<file path="config.mk">
export PLATFORM = sky130hd
export DESIGN_NAME = axil_ctrl_regs
export DESIGN_NICKNAME = d
export VERILOG_FILES = /design/src/rtl/axil_ctrl_regs.sv
export SDC_FILE = /design/constraint.sdc
export NUM_CORES = 1
export LEC_CHECK = 0
export BUFFER_PORTS_ARGS = -buffer_cell sky130_fd_sc_hd__buf_2
export CORE_MARGIN = 3
export CORE_UTILIZATION = 55
export DETAILED_ROUTE_END_ITERATION = 7
export GPL_ROUTABILITY_DRIVEN = 0
export PLACE_DENSITY = 0.85
export SETUP_SLACK_MARGIN = 0.02
export SLEW_MARGIN = 20
export SYNTH_ARGS = -nofsm -noshare
export SYNTH_HDL_FRONTEND = slang
export SYNTH_SLANG_ARGS = --single-unit
export TNS_END_PERCENT = 1
</file>
<file path="constraint.sdc">
create_clock -name clk -period 5.61 [get_ports clk]
set_clock_uncertainty 0.2 [all_clocks]
set_input_delay 0.8415 -clock clk [delete_from_list [all_inputs] [get_ports clk]]
set_output_delay 0.8415 -clock clk [all_outputs]
set_load 0.01 [all_outputs]
</file>
<file path="src/rtl/axil_ctrl_regs.sv">
// rtl/axil_ctrl_regs.sv - AXI4-Lite control/status register file for global_controller
// Optional completion interrupt (GIE/IER/ISR and irq) is built when AXIL_IRQ_EN is defined.
`timescale 1ns/1ps
module axil_ctrl_regs #(
  parameter int          ADDR_W    = 6,
  parameter logic [31:0] K_DIM_RST = 32'd192
) (
  input  logic              clk,
  input  logic              rst_n,
  input  logic [ADDR_W-1:0] s_axil_awaddr,
  input  logic              s_axil_awvalid,
  output logic              s_axil_awready,
  input  logic [31:0]       s_axil_wdata,
  input  logic [3:0]        s_axil_wstrb,
  input  logic              s_axil_wvalid,
  output logic              s_axil_wready,
  output logic [1:0]        s_axil_bresp,
  output logic              s_axil_bvalid,
  input  logic              s_axil_bready,
  input  logic [ADDR_W-1:0] s_axil_araddr,
  input  logic              s_axil_arvalid,
  output logic              s_axil_arready,
  output logic [31:0]       s_axil_rdata,
  output logic [1:0]        s_axil_rresp,
  output logic              s_axil_rvalid,
  input  logic              s_axil_rready,
  output logic              ap_start,
  output logic [31:0]       cfg_k_dim,
  input  logic              ap_done,
  input  logic              ap_idle,
  input  logic [2:0]        state_dbg,
  output logic              irq
);
  localparam int          IW     = ADDR_W - 2;
  localparam logic [IW-1:0] A_CTRL = IW'(0);
  localparam logic [IW-1:0] A_KDIM = IW'(1);
  localparam logic [IW-1:0] A_CYC  = IW'(5);
  localparam logic [IW-1:0] A_ID   = IW'(6);
  localparam logic [31:0] ID_VAL = 32'hDE17_0001;

  typedef enum logic {W_IDLE, W_RESP} w_state_t;
  typedef enum logic {R_IDLE, R_DATA} r_state_t;

  w_state_t      w_state, w_next;
  r_state_t      r_state, r_next;
  logic          wr_en, rd_en;
  logic [IW-1:0] wr_idx, rd_idx;
  logic          ap_done_q, done_edge, done_r;
  logic          start_set, kdim_wr, kdim_busy;
  logic [31:0]   cycles, rd_val;
  logic          unused_addr_lsbs;

  assign wr_idx           = s_axil_awaddr[ADDR_W-1:2];
  assign rd_idx           = s_axil_araddr[ADDR_W-1:2];
  assign unused_addr_lsbs = &{1'b0, s_axil_awaddr[1:0], s_axil_araddr[1:0]};
  assign wr_en            = s_axil_awready;
  assign rd_en            = s_axil_arready;
  assign s_axil_rresp     = 2'b00;

  // Write channel: AW and W are only taken together, one outstanding response.
  always_ff @(posedge clk or negedge rst_n) begin
    if (!rst_n) w_state <= W_IDLE;
    else        w_state <= w_next;
  end

  always_comb begin
    w_next         = w_state;
    s_axil_awready = 1'b0;
    s_axil_wready  = 1'b0;
    s_axil_bvalid  = 1'b0;
    case (w_state)
      W_IDLE: if (s_axil_awvalid && s_axil_wvalid) begin
        s_axil_awready = 1'b1;
        s_axil_wready  = 1'b1;
        w_next         = W_RESP;
      end
      W_RESP: begin
        s_axil_bvalid = 1'b1;
        if (s_axil_bready) w_next = W_IDLE;
      end
      default: w_next = W_IDLE;
    endcase
  end

  always_ff @(posedge clk or negedge rst_n) begin
    if (!rst_n) r_state <= R_IDLE;
    else        r_state <= r_next;
  end

  always_comb begin
    r_next         = r_state;
    s_axil_arready = 1'b0;
    s_axil_rvalid  = 1'b0;
    case (r_state)
      R_IDLE: if (s_axil_arvalid) begin
        s_axil_arready = 1'b1;
        r_next         = R_DATA;
      end
      R_DATA: begin
        s_axil_rvalid = 1'b1;
        if (s_axil_rready) r_next = R_IDLE;
      end
      default: r_next = R_IDLE;
    endcase
  end

  assign done_edge = ap_done && !ap_done_q;
  assign start_set = wr_en && (wr_idx == A_CTRL) && s_axil_wstrb[0] && s_axil_wdata[0]
                     && ap_idle && !ap_start;
  assign kdim_wr   = wr_en && (wr_idx == A_KDIM);
  assign kdim_busy = ap_start || !ap_idle;

  always_ff @(posedge clk or negedge rst_n) begin
    if (!rst_n) begin
      ap_done_q    <= 1'b0;
      ap_start     <= 1'b0;
      done_r       <= 1'b0;
      cfg_k_dim    <= K_DIM_RST;
      cycles       <= 32'd0;
      s_axil_bresp <= 2'b00;
    end else begin
      ap_done_q <= ap_done;
      if (start_set)      ap_start <= 1'b1;
      else if (done_edge) ap_start <= 1'b0;
      // A done edge coinciding with a CTRL read still leaves done set.
      if (done_edge)                             done_r <= 1'b1;
      else if (rd_en && (rd_idx == A_CTRL))      done_r <= 1'b0;
      if (kdim_wr && !kdim_busy) begin
        for (int b = 0; b < 4; b++)
          if (s_axil_wstrb[b]) cfg_k_dim[8*b +: 8] <= s_axil_wdata[8*b +: 8];
      end
      if (start_set)                              cycles <= 32'd0;
      else if (ap_start && (cycles != 32'hFFFF_FFFF)) cycles <= cycles + 32'd1;
      if (wr_en) s_axil_bresp <= (kdim_wr && kdim_busy) ? 2'b10 : 2'b00;
    end
  end

`ifdef AXIL_IRQ_EN
  localparam logic [IW-1:0] A_GIE = IW'(2);
  localparam logic [IW-1:0] A_IER = IW'(3);
  localparam logic [IW-1:0] A_ISR = IW'(4);
  logic gie, ier, isr, gie_nx, ier_nx, isr_nx;

  always_comb begin
    gie_nx = gie;
    ier_nx = ier;
    isr_nx = isr;
    if (wr_en && s_axil_wstrb[0]) begin
      if (wr_idx == A_GIE) gie_nx = s_axil_wdata[0];
      if (wr_idx == A_IER) ier_nx = s_axil_wdata[0];
      if ((wr_idx == A_ISR) && s_axil_wdata[0]) isr_nx = 1'b0;
    end
    if (done_edge) isr_nx = 1'b1;
  end

  always_ff @(posedge clk or negedge rst_n) begin
    if (!rst_n) begin
      gie <= 1'b0;
      ier <= 1'b0;
      isr <= 1'b0;
      irq <= 1'b0;
    end else begin
      gie <= gie_nx;
      ier <= ier_nx;
      isr <= isr_nx;
      irq <= gie_nx && ier_nx && isr_nx;
    end
  end
`else
  assign irq = 1'b0;
`endif

  always_comb begin
    rd_val = 32'd0;
    case (rd_idx)
      A_CTRL: rd_val = {25'd0, state_dbg, 1'b0, ap_idle, done_r, ap_start};
      A_KDIM: rd_val = cfg_k_dim;
`ifdef AXIL_IRQ_EN
      A_GIE:  rd_val = {31'd0, gie};
      A_IER:  rd_val = {31'd0, ier};
      A_ISR:  rd_val = {31'd0, isr};
`endif
      A_CYC:  rd_val = cycles;
      A_ID:   rd_val = ID_VAL;
      default: rd_val = 32'd0;
    endcase
  end

  always_ff @(posedge clk or negedge rst_n) begin
    if (!rst_n)     s_axil_rdata <= 32'd0;
    else if (rd_en) s_axil_rdata <= rd_val;
  end
endmodule

</file>
==> reports/metrics.cfg, run 1 <==
[critical_path]
rr_endpoint = cycles[28]$_DFFE_PN0P_
startpoint_type = register
crit_type = register to register
worstReg2RegStart = cycles[0]$_DFFE_PN0P_
r2r_cells = 6
reg2reg_setup_slack_ns = 2.50
critPathMaxFanout = 25
critical_path_arrival_ns = 3.22
critPathRequiredTime_ns = 5.72
cp-end-kind = register

[cells_and_area]
final_util = 0.6678
layout_common_cells = buf_2, dfrtp_1, nand2_1
nNetsFinal = 655
nFillCells = 667
drive_gt1_frac = 0.3155
diodes = 0
layout_commonest_cell = buf_2
area_delta_synth_final_pct = 17.01

[global_route]
antenna_found_initial = 0
grt.overflow.total = 0
grt_usage = 0.2584
grt_pass1_vias = 4217
grt_pass1_wl_mm = 21.05
grt_max_degree = 59

[pwr]
peakVddDrop_mv = 0.1243
power.density_mw_per_mm2 = 257.3
p_leak_nw = 2.938

[placement]
hpwlAfterDp_mm = 9.598
portBuffers = 126
place_ws_ns = 2.583

[flow_run]
maxCapViolCount = 0

[die]
core_area_mm2 = 0.008763
initial_core_util = 0.5707
die_h_um = 101.4
io-pin-count = 135
num_rows = 34
die_w_um = 101.4
die-area_mm2 = 0.01027

[clocking]
cts_setup_buffers = 0
cts_tree = built
clkSinkCount = 102
cts-root-buf = clkbuf_8
htreeDepth = 3
clk_latency_ns = 0.38
cts_buffers = 9
cts_resized = 0
cts_hold_buf = 0
clk_pin_slew_worst_paths_ns = 0.11
cts.path.max_buffers = 2

[routing]
vias = 4514
via_per_inst = 6.385
wl_mm = 13.29
drt-wirelength-per-cell_um = 18.79
drt_first_pass_iters = 5
ant_nets = 0
drc = 0
drt_iter0_drc = 524

[sta]
setup_ws_ns = 2.500
finalSetupTns_ns = 0
max-slew-margin-rel = 0.2722
hold_viol = 0
fin_crit_ns = 3.110
grt_setup_unrepaired = false
fmax_mhz = 321.5
setup_violations = 0
tightest_slew_ns = 1.082
slew_violations = 0
finalCritPeriodShare = 0.5544

[synth]
netlist_top_cells_area = dfrtp_1, mux2_2, nand2_1, o21ai_0, mux2i_1
ys_seq_elements = 102
ys_types = 52
yosysSeqAreaShare = 0.5109
synth_top_area_share = 0.5004
syn_area_per_cell_um2 = 10.48
async_reset_ff_frac = 1.000
synth.largest_area_cell = dfrtp_1
ys.flop_type = dfrtp_1
netlist_instances = 477
yosysWarnings = 0
synth_edf_count = 0
syn_area_mm2 = 0.005001

[run_status]
status = finished, final reports clean

[worst_hold_path]
min_path_type = input pin to asynchronous set/reset pin

-- registers in the layout (all words and copies together), names as in the netlist --
register	cells
r_state	1
ap_start	1
ap_done_q	1
cycles	32
w_state	1
s_axil_rdata	32
cfg_k_dim	32
s_axil_bresp	1
done_r	1
-- metrics by stage --
step / instances / instance area (µm²) / hold WS [ns] / power, W
2_1_floorplan: 480 / 5012 / 0.2449 / 0.0009758
3_3_place_gp: 691 / 5668 / 0.2595 / 0.001065
3_5_place_dp: 691 / 5668 / 0.2697 / 0.001078
4_1_cts: 707 / 5847 / 0.2698 / 0.001504
5_1_grt: 707 / 5852 / 0.2934 / 0.001573
6_report: 707 / 5852 / 0.2366 / 0.001506
-- cell families (layout without fill, tap and decap cells) --
| logic type | after synthesis | count (layout) | synth area share |
|---|---|---|---|
| muxes | 47 | 47 | 0.1021 |
| DFF | 102 | 102 | 0.5109 |
| and+or+nand+nor | 162 | 162 | 0.1699 |
| AOI/OAI and AO/OA | 124 | 124 | 0.1716 |
| adders and majority gates | 1 | 1 | 0.002501 |
| other | 1 | 4 | 0.0007498 |
| buffers and inverters | 38 | 157 | 0.03878 |
| xor gates and xnor gates | 2 | 2 | 0.003503 |
-- critical path, cell delays in order (launching register included) --
cell,delay [ns]
dfrtp_1,0.50
ha_1,0.25
nand3_1,0.22
nor2_1,0.54
a41oi_4,0.51
nor2_2,0.59
a221o_1,0.24
-- synthesized netlist by cell type, types with 4 or more instances --
cell type / count
nor3_1: 13
mux2i_1: 15
a22o_1: 15
nor4_1: 5
dfrtp_1: 100
a21oi_1: 15
nand3_1: 26
nor2_1: 8
inv_1: 11
or3_1: 5
buf_4: 5
mux2_2: 32
a21o_1: 4
a22oi_1: 17
o21ai_0: 40
and3_1: 10
a211o_1: 6
and4_1: 5
o211ai_1: 5
or4_1: 8
clkbuf_1: 15
nand2_1: 58
nand4_1: 12
buf_6: 4
o31ai_1: 7
-- final cells by class --
cell class	count	area [µm²]	share of cell area
timing repair buffer	130	663.1	0.1133
sequential	102	2555	0.4366
clock buffer	9	123.9	0.02117
multi-input combinational	340	2278	0.3894
inverter	11	41.29	0.007056
tap	108	135.1	0.02309
clock inverter	7	55.05	0.009408
-- where the power goes --
group / switching (W) / total [W] / internal, W
sequential: 0.0000706 / 0.000857 / 0.000787
combinational: 0.000123 / 0.000213 / 0.0000892
clock: 0.000269 / 0.000436 / 0.000167
total: 0.000463 / 0.00151 / 0.00104
-- routing by layer --
metal	wire length, µm	global-route usage	vias up
met5	0	0	-
met4	272	0.07055	0
met3	1242	0.04683	32
met2	6562	0.4366	253
met1	5211	0.3440	2216
li1	-	-	2013
-- how the worst max path moves through the flow --
| stage | start | to | slack, ns | cells past startpoint |
|---|---|---|---|---|
| after floorplan | s_axil_wstrb[0] | cycles[24]$_DFFE_PN0P_ | 3.22 | 5 |
| after global placement | s_axil_awaddr[3] | cfg_k_dim[4]$_DFFE_PN0P_ | 2.68 | 6 |
| after detailed placement | s_axil_araddr[4] | s_axil_rdata[26]$_DFFE_PN0P_ | 2.58 | 5 |
| after CTS | cycles[0]$_DFFE_PN0P_ | cycles[28]$_DFFE_PN0P_ | 2.59 | 6 |
| after global routing | cycles[0]$_DFFE_PN0P_ | cycles[24]$_DFFE_PN0P_ | 2.30 | 6 |
| final | cycles[0]$_DFFE_PN0P_ | cycles[28]$_DFFE_PN0P_ | 2.50 | 6 |
No activity file was read; power rests on OpenSTA's default activity.
==> run 2, diff against run 1 <==
Settings changed: ABC_AREA set to 1, CORE_UTILIZATION 55 to 49, PLACE_DENSITY 0.85 to 0.79.
Clock period 5.61 ns to 2.8 ns, I/O delays scaled along.
==> reports/metrics.cfg, run 2 <==
[cells_and_area]
diodes = 0
nNetsFinal = 915
layout_common_cells = nand2_1, buf_2, dfrtp_1
drive_gt1_frac = 0.2456
layout_commonest_cell = nand2_1
area_delta_synth_final_pct = 18.12
nFillCells = 994
reg_top3 = cfg_k_dim (32), cycles (32), s_axil_rdata (32)
finalNonFillerCells = 999

[critical_path]
critical_path_arrival_ns = 2.36
worstReg2RegStart = cycles[1]$_DFFE_PN0P_
startpoint_type = register
critPathMaxFanout = 25
cp-end-kind = register
critPathRequiredTime_ns = 2.85
reg2reg_setup_slack_ns = 0.49
rr_endpoint = cycles[3]$_DFFE_PN0P_
crit_type = register to register
r2r_cells = 10

[global_route]
antenna_found_initial = 0
grt_usage = 0.2298
grt_pass1_wl_mm = 23.74
grt_max_degree = 50
grt.overflow.total = 0
grt_pass1_vias = 4827

[routing]
drt_first_pass_iters = 5
drc = 0
ant_nets = 0
wl_mm = 14.40
drt-wirelength-per-cell_um = 14.42
via_per_inst = 5.178
drt_iter0_drc = 467
vias = 5173

[synth]
netlist_top_cells_area = dfrtp_1, nand2_1, nand3_1, inv_1, o21ai_2
yosysSeqAreaShare = 0.4580
synth_most_common_cell = nand2_1
async_reset_ff_frac = 1.000
synth.largest_area_cell = dfrtp_1
yosysWarnings = 0
netlist_instances = 734
syn_area_per_cell_um2 = 7.601
ys_types = 32
ys.flop_type = dfrtp_1
synth_edf_count = 0
ys_seq_elements = 102
syn_area_mm2 = 0.005579
synth_top_area_share = 0.4485
synth_common_cells = nand2_1, dfrtp_1, inv_1

[worst_hold_path]
hold_depth = 2
min_path_type = input pin to register
holdPathEnd = r_state$_DFF_PN0_
hp-start = s_axil_rready

[clocking]
cts_resized = 0
clk_latency_ns = 0.35
cts-root-buf = clkbuf_16
cts_tree = built
cts_hold_buf = 2
cts_buffers = 9
htreeDepth = 3
cts_setup_buffers = 0
cts.path.max_buffers = 2
clk_pin_slew_worst_paths_ns = 0.08
clkSinkCount = 102

[pwr]
pwr-share-seq = 0.426
comb_power_share = 0.307
peakVddDrop_mv = 0.3561
swShare = 0.3872
power.density_mw_per_mm2 = 696.6
p_sw_w = 0.001777
p_clk_frac = 0.266
p_int_w = 0.002813
p_leak_nw = 3.837

[die]
die_w_um = 112.7
die_h_um = 112.7
core_area_mm2 = 0.01098
die-area_mm2 = 0.01270
num_rows = 38
initial_core_util = 0.5080
io-pin-count = 135

[placement]
place_ws_ns = 0.5581
hpwlAfterDp_mm = 10.64
dpl.cell_count = 981
portBuffers = 126

[sta]
max-slew-margin-rel = 0.5421
fmax_mhz = 432.3
finalCritPeriodShare = 0.8262
setup_ws_ns = 0.4866
setup_violations = 0
grt_setup_unrepaired = false
tightest_slew_ns = 0.6869
hold_viol = 0
finalSetupTns_ns = 0
fin_crit_ns = 2.313
slew_violations = 0

[run_status]
status = finished, final reports clean

[flow_run]
maxCapViolCount = 0

## run 2: cells by family after synthesis
family          Yosys count  synth area share
compound gates           98            0.1115
xor+xnor                 13           0.02041
fa+ha+maj                 1          0.002242
buf+inv                 112           0.09105
flops                   102            0.4580
other cells               1         0.0006722
simple gates            407            0.3162
## run 2: layout make-up
type | instances | area [µm²] | share of cell area
clock inverters | 7 | 63.81 | 0.009683
flip-flops and latches | 102 | 2555 | 0.3877
inverters | 80 | 300.3 | 0.04557
repair buffers | 138 | 740.7 | 0.1124
well taps | 140 | 175.2 | 0.02658
multi-input cells | 523 | 2530 | 0.3839
clock buffers | 9 | 225.2 | 0.03418
## run 2: worst max-delay path, stage by stage (launching register included)
cell and delay (ns):
dfrtp_1 0.43, ha_1 0.24, nand2_1 0.08, nor2_2 0.18
nand2_2 0.13, nor2_4 0.19, nand2_2 0.09, nand2_4 0.24
buf_4 0.27, nand3_1 0.08, o21ai_0 0.09
## run 2: worst max path at each step
stage / from / endpoint / slack [ns] / cells past startpoint
after floorplan: s_axil_awaddr[5] / cfg_k_dim[30]$_DFFE_PN0P_ / 0.95 / 6
after global placement: cycles[1]$_DFFE_PN0P_ / cycles[9]$_DFFE_PN0P_ / 0.61 / 10
after detailed placement: cycles[1]$_DFFE_PN0P_ / cycles[3]$_DFFE_PN0P_ / 0.56 / 10
after CTS: cycles[1]$_DFFE_PN0P_ / cycles[3]$_DFFE_PN0P_ / 0.51 / 10
after global routing: cycles[1]$_DFFE_PN0P_ / cycles[3]$_DFFE_PN0P_ / 0.30 / 10
final: cycles[1]$_DFFE_PN0P_ / cycles[3]$_DFFE_PN0P_ / 0.49 / 10
## run 2: power by group through the flow
| stage | sequential, W | combinational, W | clock [W] |
|---|---|---|---|
| floorplan | 0.00194 | 0.000974 | 0 |
| global placement | 0.00197 | 0.00136 | 0 |
| detailed placement | 0.00198 | 0.00138 | 0 |
| CTS | 0.00195 | 0.00140 | 0.00124 |
| global route | 0.00200 | 0.00161 | 0.00130 |
| finish | 0.00196 | 0.00141 | 0.00122 |
## run 2: per-layer routing
metal  vias up  track usage  wire length [µm]
met2       183       0.3677              6743
li1       2544            -                 -
met5         -            0                 0
met3        22      0.03636               946
met1      2424       0.3205              6453
met4         0      0.07853               259
## run 2: through the flow
stage,area [µm²],utilization,hold WS [ns],total power (W)
2_1_floorplan,5590,-,-0.07559,0.002915
3_3_place_gp,6281,0.5719,0.2577,0.003323
5_1_grt,6590,0.6000,0.07884,0.004908
4_1_cts,6590,0.6000,0.05369,0.004591
3_5_place_dp,6281,0.5719,0.2601,0.003363
6_report,6590,0.6000,0.05634,0.004591
==> run 3, diff against run 2 <==
Clock period 2.8 ns to 1.87 ns, I/O delays scaled along.
==> reports/metrics.cfg, run 3 (synthesized netlist as in run 2, its figures left out) <==
[die]
initial_core_util = 0.5080
num_rows = 38
die-area_mm2 = 0.01270
core_area_mm2 = 0.01098
die_h_um = 112.7
die_w_um = 112.7
io-pin-count = 135

[cells_and_area]
layout_common_cells = nand2_1, buf_2, dfrtp_1
diodes = 0
reg_top3 = cfg_k_dim (32), cycles (32), s_axil_rdata (32)
final_area_mm2 = 0.007418
area_delta_synth_final_pct = 32.97
final_util = 0.6754
drive_gt1_frac = 0.2839
nNetsFinal = 979
nFillCells = 809
layout_commonest_cell = nand2_1

[global_route]
grt_pass1_vias = 5236
grt_max_degree = 52
grt.overflow.total = 0
antenna_found_initial = 0
grt_usage = 0.2535
grt_pass1_wl_mm = 25.95

[critical_path]
critical_path_arrival_ns = 2.00
crit_start = cycles[16]$_DFFE_PN0P_
endpoint = cycles[20]$_DFFE_PN0P_
worstReg2RegStart = cycles[16]$_DFFE_PN0P_
cp-end-kind = register
r2r_cells = 9
critPathMaxFanout = 6
startpoint_type = register
rr_endpoint = cycles[20]$_DFFE_PN0P_
critPathRequiredTime_ns = 1.93
reg2reg_setup_slack_ns = -0.07
crit_type = register to register

[routing]
drc = 0
vias = 5709
via_per_inst = 5.371
ant_nets = 0
wl_mm = 16.97
drt-wirelength-per-cell_um = 15.97
drt_iter0_drc = 731
drt_first_pass_iters = 6

[sta]
hold_viol = 0
fin_crit_ns = 1.937
finalCritPeriodShare = 1.036
setup_ws_ns = -0.06745
finalSetupTns_ns = -1.043
grt_setup_unrepaired = true
fmax_mhz = 516.1
slew_violations = 0
setup_violations = 32

[clocking]
cts_buffers = 9
cts-root-buf = clkbuf_16
htreeDepth = 3
cts.path.max_buffers = 2
clkSinkCount = 102
cts_tree = built
clk_latency_ns = 0.35
clk_pin_slew_worst_paths_ns = 0.08

[pwr]
p_leak_nw = 4.277
power.density_mw_per_mm2 = 1003
peakVddDrop_mv = 0.5220

[run_status]
violations = negative setup slack
status = finished, violations left

[worst_hold_path]
min_path_type = input pin to register

[placement]
placed_cell_area_mm2 = 0.006526
hpwlAfterDp_mm = 10.70
portBuffers = 126

[flow_run]
maxCapViolCount = 0

-- run 3: cell count changes in the layout (fill, tap and decap cells not counted), moves of 3 or more --
| cell | before | now |
|---|---|---|
| nor2_1 | 47 | 44 |
| o21ai_0 | 54 | 41 |
| dlygate4sd3_1 | 2 | 34 |
| clkbuf_16 | 9 | 13 |
| dfrtp_1 | 100 | 97 |
| o21ai_1 | 0 | 12 |
| nand3_1 | 61 | 51 |
| dfrtp_2 | 0 | 3 |
| nand3_2 | 1 | 11 |
| buf_12 | 1 | 8 |
| buf_4 | 10 | 28 |
-- run 3: repair_timing --
| item | in CTS | in global routing |
|---|---|---|
| setup endpoints to repair | 32 | 34 |
| hold buffers | 34 | 0 |
| pin swaps | 0 | 4 |
| cloned | 0 | 7 |
| setup buffers | 1 | 3 |
| gates resized for setup | 1 | 37 |
| endpoints found under the hold margin | 124 | 0 |
-- run 3: area by class of cell --
type                            instances  area [µm²]  share of cell area
Multi-Input combinational cell        524        2631              0.3547
Tap cell                              140       175.2             0.02361
Timing Repair Buffer                  201        1459              0.1967
Clock inverter                          7       66.31            0.008939
Sequential cell                       102        2559              0.3449
Clock buffer                            9       225.2             0.03036
Inverter                               80       302.8             0.04082
-- run 3: critical path: stages (launching register included) --
cell	delay, ns
dfrtp_1	0.44
nand2_1	0.12
nor2_1	0.24
nand2_1	0.12
nor2_2	0.18
nand2_4	0.11
nand2_8	0.13
buf_12	0.12
nand3_1	0.07
o21ai_0	0.10
-- run 3: power by group --
group | switching, W | total, W | leakage [nW] | internal (W)
sequential | 0.000374 | 0.00291 | 1.26 | 0.00254
clock | 0.000936 | 0.00187 | 0.138 | 0.000937
combinational | 0.00164 | 0.00266 | 2.88 | 0.00102
-- run 3: worst min-delay path by stage --
stage | startpoint | endpoint | slack, ns | cells after the start
2_1_floorplan | rst_n | ap_done_q$_DFF_PN0_ | -0.22 | 0
3_3_place_gp | rst_n | s_axil_rdata[14]$_DFFE_PN0P_ | 0.007 | 1
3_5_place_dp | rst_n | s_axil_rdata[14]$_DFFE_PN0P_ | 0.003 | 1
4_1_cts | s_axil_wdata[0] | cfg_k_dim[0]$_DFFE_PN0P_ | 0.01 | 3
5_1_grt | s_axil_wdata[1] | cfg_k_dim[1]$_DFFE_PN0P_ | 0.03 | 3
6_report | s_axil_wdata[0] | cfg_k_dim[0]$_DFFE_PN0P_ | 0.008 | 3
-- run 3: layer usage --
layer / up-vias / track usage / routed length (µm)
li1: 2672 / - / -
met1: 2666 / 0.3486 / 6959
met2: 313 / 0.4080 / 7983
met3: 58 / 0.04332 / 1504
met4: 0 / 0.08894 / 525
met5: - / 0 / 0
-- run 3: through the flow --
| stage | total power, W | hold WS, ns | setup WS [ns] | instances |
|---|---|---|---|---|
| finish | 0.007443 | 0.008058 | -0.06745 | 1063 |
| floorplan | 0.004365 | -0.2151 | 0.04321 | 737 |
| global route | 0.007854 | 0.02702 | -0.1771 | 1063 |
| detailed placement | 0.005211 | 0.002542 | -0.02591 | 1002 |
| global placement | 0.005152 | 0.006749 | 0.03169 | 1002 |
| CTS | 0.007164 | 0.01028 | 0.004433 | 1053 |
